## src/rtl/rx_pkg.sv

```systemverilog
// Shared constants and width helpers for the receive bit-timing slice.
package rx_pkg;

    localparam int CLKS_PER_BIT_DEF  = 8;
    localparam int SAMPLE_PHASE_DEF  = 2;
    localparam int BITS_PER_BYTE_DEF = 8;
    localparam int STUFF_RUN_DEF     = 6;

    // Widths never drop below one bit so degenerate parameters still elaborate.
    function automatic int phase_width(input int clks_per_bit);
        return (clks_per_bit > 1) ? $clog2(clks_per_bit) : 1;
    endfunction

    function automatic int count_width(input int bits_per_byte);
        return (bits_per_byte > 1) ? $clog2(bits_per_byte) : 1;
    endfunction

    function automatic int run_width(input int stuff_run);
        return (stuff_run > 0) ? $clog2(stuff_run + 1) : 1;
    endfunction

endpackage

```

## src/rtl/rx_stuff_detect.sv

```systemverilog
// Tracks the run of consecutive sampled 1s and flags the bit that follows a full run
// as a stuff bit; a 1 in that position is a stuff error.
module rx_stuff_detect
    import rx_pkg::*;
#(
    parameter int STUFF_EN  = 1,
    parameter int STUFF_RUN = STUFF_RUN_DEF
) (
    input  logic clk,
    input  logic reset,
    input  logic clear,
    input  logic sample,
    input  logic d_bit,
    output logic is_stuff,
    output logic stuff_error
);

    localparam int RW = run_width(STUFF_RUN);

    generate
        if (STUFF_EN != 0) begin : g_stuff
            logic [RW-1:0] ones_run;
            logic          at_run;

            assign at_run      = (ones_run == RW'(STUFF_RUN));
            assign is_stuff    = sample && at_run;
            assign stuff_error = is_stuff && d_bit;

            // The run spans byte boundaries; only a 0, a stuff bit or leaving receive clears it.
            always_ff @(posedge clk) begin
                if (reset || clear) begin
                    ones_run <= '0;
                end else if (sample) begin
                    if (at_run || !d_bit) begin
                        ones_run <= '0;
                    end else begin
                        ones_run <= ones_run + 1'b1;
                    end
                end
            end
        end else begin : g_no_stuff
            logic unused_inputs;
            assign unused_inputs = ^{clk, reset, clear, sample, d_bit};
            assign is_stuff      = 1'b0;
            assign stuff_error   = 1'b0;
        end
    endgenerate

endmodule

```

## src/rtl/rx_bit_timer.sv

```systemverilog
// Receive bit timer: tracks bit phase, resynchronises on data edges, issues one
// sample/shift strobe per bit, counts bits into bytes and removes stuff bits.
module rx_bit_timer
    import rx_pkg::*;
#(
    parameter int CLKS_PER_BIT  = CLKS_PER_BIT_DEF,
    parameter int SAMPLE_PHASE  = SAMPLE_PHASE_DEF,
    parameter int BITS_PER_BYTE = BITS_PER_BYTE_DEF,
    parameter int STUFF_EN      = 1,
    parameter int STUFF_RUN     = STUFF_RUN_DEF
) (
    input  logic                                  clk,
    input  logic                                  reset,
    input  logic                                  d_edge,
    input  logic                                  rcving,
    input  logic                                  d_bit,
    output logic                                  shift_enable,
    output logic                                  byte_received,
    output logic [count_width(BITS_PER_BYTE)-1:0] bit_count,
    output logic                                  stuff_skip,
    output logic                                  stuff_error
);

    localparam int PW = phase_width(CLKS_PER_BIT);
    localparam int CW = count_width(BITS_PER_BYTE);

    logic [PW-1:0] phase;
    logic [CW-1:0] bit_cnt;
    logic          active;
    logic          sample;
    logic          is_stuff;
    logic          last_bit;

    // Gating with reset keeps every output quiet while reset is asserted.
    assign active        = rcving && !reset;
    assign sample        = active && !d_edge && (phase == PW'(SAMPLE_PHASE));
    assign last_bit      = (bit_cnt == CW'(BITS_PER_BYTE - 1));
    assign shift_enable  = sample && !is_stuff;
    assign byte_received = shift_enable && last_bit;
    assign stuff_skip    = is_stuff;
    assign bit_count     = active ? bit_cnt : '0;

    rx_stuff_detect #(
        .STUFF_EN  (STUFF_EN),
        .STUFF_RUN (STUFF_RUN)
    ) u_stuff_detect (
        .clk         (clk),
        .reset       (reset),
        .clear       (!rcving),
        .sample      (sample),
        .d_bit       (d_bit),
        .is_stuff    (is_stuff),
        .stuff_error (stuff_error)
    );

    // Phase wraps explicitly so non-power-of-two bit periods stay exact.
    always_ff @(posedge clk) begin
        if (reset || !rcving) begin
            phase <= '0;
        end else if (d_edge || (phase == PW'(CLKS_PER_BIT - 1))) begin
            phase <= '0;
        end else begin
            phase <= phase + 1'b1;
        end
    end

    always_ff @(posedge clk) begin
        if (reset || !rcving) begin
            bit_cnt <= '0;
        end else if (shift_enable) begin
            bit_cnt <= last_bit ? '0 : bit_cnt + 1'b1;
        end
    end

endmodule

```

## config.mk

```make
export PLATFORM = sky130hd
export DESIGN_NAME = rx_bit_timer
export DESIGN_NICKNAME = d
export VERILOG_FILES = /design/src/rtl/rx_pkg.sv /design/src/rtl/rx_stuff_detect.sv /design/src/rtl/rx_bit_timer.sv
export SDC_FILE = /design/constraint.sdc
export NUM_CORES = 1
export LEC_CHECK = 0
export CORE_AREA = 2 2 39 41
export CTS_BUF_LIST = sky130_fd_sc_hd__clkbuf_4 sky130_fd_sc_hd__clkbuf_8 sky130_fd_sc_hd__clkbuf_16
export CTS_CLUSTER_SIZE = 12
export DETAILED_ROUTE_END_ITERATION = 6
export DIE_AREA = 0 0 41 43
export GPL_ROUTABILITY_DRIVEN = 0
export GPL_TIMING_DRIVEN = 0
export PLACE_DENSITY = 0.66
export SKIP_LAST_GASP = 1
export SYNTH_ARGS = -nofsm -noshare
export SYNTH_HDL_FRONTEND = slang
export SYNTH_HIERARCHICAL = 1
export SYNTH_SLANG_ARGS = --single-unit
```

## constraint.sdc

```tcl
create_clock -name clk -period 2.5 [get_ports clk]
set_input_delay 0.375 -clock clk [delete_from_list [all_inputs] [get_ports clk]]
set_output_delay 0.375 -clock clk [all_outputs]
set_load 0.01 [all_outputs]
```

==> results.ini <==
[outcome]
status=complete, no violations

[logic_synthesis]
syn_area_per_cell_um2=10.3
synth_cell_types=23
synth_mux_area_share_pct=5.58
synth_top_area_cell=dfxtp_1
synth_flop_cell=dfxtp_1
synth_seq_cells=9
yosysTopAreaCellShare_pct=33.5
async_flop_share_pct=0
synthTopCellsByCount=9 x dfxtp_1, 7 x ha_1, 6 x inv_1
synthesis.instances=52
synth_area_um2=538
synth_edf_count=0
ys_warn_count=6
ys_seq_area_share_pct=33.5
synth_top_family_by_area=simple AND/OR/NAND/NOR gates
synth_compound_area_share_pct=2.33
synth_simple_gate_area_share_pct=33.5
yosysMostFrequentCell=dfxtp_1
syn_nets=64
synth_fa_ha_area_share_pct=16.3
synth_xor_area_share_pct=3.26
synth_area_leaders=dfxtp_1 33%, ha_1 16%, nand3b_1 7.0%

[cts]
root_buffer=clkbuf_4
cts-buffers-inserted=3
insertion_delay_ns=0.25
cts_tree=built
clk_pin_slew_ns=0.06
cts.sinks=9
htree_num_levels=1
clockBufferDepth=2

[setup_path]
cpLargestDelayFamily=simple AND/OR/NAND/NOR gates
crit_slowest_cell=dfxtp_1
crit_buf_inv=2
critPathMaxFanout=4
r2r-start=phase[0]
r2r_cells=7
path_class=reg2out
path_common_cell=nor4b_4
arrival_ns=1.96
worst-r2r-setup-slack_ns=0.77
worstSetupStartpointType=flop
end_kind=output port
max_stage_delay_ns=0.35
startpoint=phase[0]
path_cells=inv_1 > ha_1 > nor4b_4 > and3_4 > nor4b_4 > and3_1 > dlygate4sd2_1
critPathRequiredTime_ns=2.12
reg2reg_to=u_stuff_detect/g_stuff.ones_run[1]

[global_route]
grt_pass1_vias=379
grtUsageTotal_pct=12.8
grt_pass1_wl_mm=1.49
antenna_found_initial=0
grt_overflow=0
grt_max_degree=10

[power_and_ir_drop]
power_w=0.000285
p_leak_nw=0.328
ir_drop_mv=0.231
cellPowerDensity_mw_per_mm2=393

[timing]
layout_min_cycle_time_ns=2.34
fmax_mhz=427
finalCritPeriodShare_pct=93.6
hold_viol_final=0
setup_violations=0
rsz0062_at_grt=no
maxSlewHeadroom_pct=80.6
hold_slack_ns=0.449
setup_ws_ns=0.160
fin_tns_setup_ns=0
worst_pin_slew_ns=0.291
clock_skew_ns=0.00589
drv_slew=0

[layout]
design_area_um2=724
syn_to_final_growth_pct=34.7
diodes=0
final_nets=82
final_layout_size_suffix_gt1_share_pct=24.6

[drt]
routed_wl_um=844
viasPerCell=4.79
drtPass1Iterations=2
drtAntennaViolNets=0
wire_per_inst_um=9.93
drc=0
first_iter_violations=1
routed-via-count=407

[die]
start_util_pct=38.9
rows=14
fp.dieW_um=41
core-area_mm2=0.00138
die_area_mm2=0.00176
io_pins=12
die_h_um=43

[min_path]
min-delay-start=rcving
min_path_cells=3
hp-class=in2reg
hold_path_end=phase[0]

[placed_design]
dp_hpwl_um=642
port_buffers=10
placed_area_um2=658
place_ws_ns=-1.02

[run]
cap_viol_max_count=0

[sequential cells by signal (all words and copies together) (netlist names)]
name,flops
u_stuff_detect/g_stuff.ones_run,3
bit_cnt,3
phase,3
[placed cells by master, fill, tap and decap left out, types with 2 or more instances in the layout]
cell | Yosys | layout
nor2_1 | 3 | 3
clkbuf_4 | 0 | 4
ha_1 | 7 | 7
nor4_1 | 2 | 2
clkdlybuf4s50_1 | 0 | 6
inv_1 | 6 | 6
dlygate4sd2_1 | 0 | 3
nand3b_1 | 5 | 5
mux2i_1 | 3 | 3
nor4b_4 | 1 | 2
dfxtp_1 | 9 | 9
buf_4 | 1 | 4
[worst max path at each step]
stage                          endpoint  slack [ns]  cells after the start
after floorplan           byte_received        0.18                      6
after global routing      byte_received       0.004                      7
after global placement    byte_received       -1.04                      7
after CTS                   stuff_error        0.06                      6
final                     byte_received        0.16                      7
after detailed placement  byte_received       -1.02                      7
[power breakdown]
part           leakage [nW]  internal (W)  switching (W)  total [W]
Combinational         0.237     0.0000103      0.0000101  0.0000204
Clock                0.0184     0.0000721      0.0000475   0.000120
Sequential           0.0726      0.000144    0.000000652   0.000145
Total                 0.328      0.000227      0.0000582   0.000285
[through the flow]
step,std cells,util [%]
5_1_grt,85,52.4
6_report,85,52.4
3_3_place_gp,78,47.6
3_5_place_dp,78,47.6
4_1_cts,85,52.6
2_1_floorplan,52,-
[routing by layer]
layer	up-vias	GRT usage [%]	routed length, um
li1	215	-	-
met1	180	16.6	427
met3	2	4.71	60
met2	10	17.2	348
met5	-	0	0
met4	0	8.00	8
[worst reg2reg max path: cells and delay by family (launching register included)]
| kind | cells | cell delay, ns |
|---|---|---|
| AOI/OAI and AO/OA | 1 | 0.15 |
| DFF | 1 | 0.35 |
| adders and majority gates | 1 | 0.20 |
| and+or+nand+nor | 3 | 0.73 |
| buffers and inverters | 2 | 0.22 |
[cells by family after synthesis]
kind of cell,Yosys count
AO/OA/AOI/OAI,1
XOR/XNOR,2
adder cells (fa/ha/maj),7
buffers and inverters,7
flip-flops,9
multiplexers,3
AND/OR/NAND/NOR,23
[final cells by class]
class / instances / area (um2)
Inverter: 6 / 22.5
Fill cell: 133 / 659
Timing Repair Buffer: 13 / 114
Tap cell: 16 / 20.0
Clock buffer: 4 / 30.0
Sequential cell: 9 / 180
Buffer: 1 / 7.51
Multi-Input combinational cell: 36 / 350
[timing repair]
action	CTS	global route
resized for setup	8	2
hold buffers	0	0
buffers inserted	3	0
setup endpoints to repair	4	2
pin swaps	3	1
No activity file was read; power rests on OpenSTA's default activity.
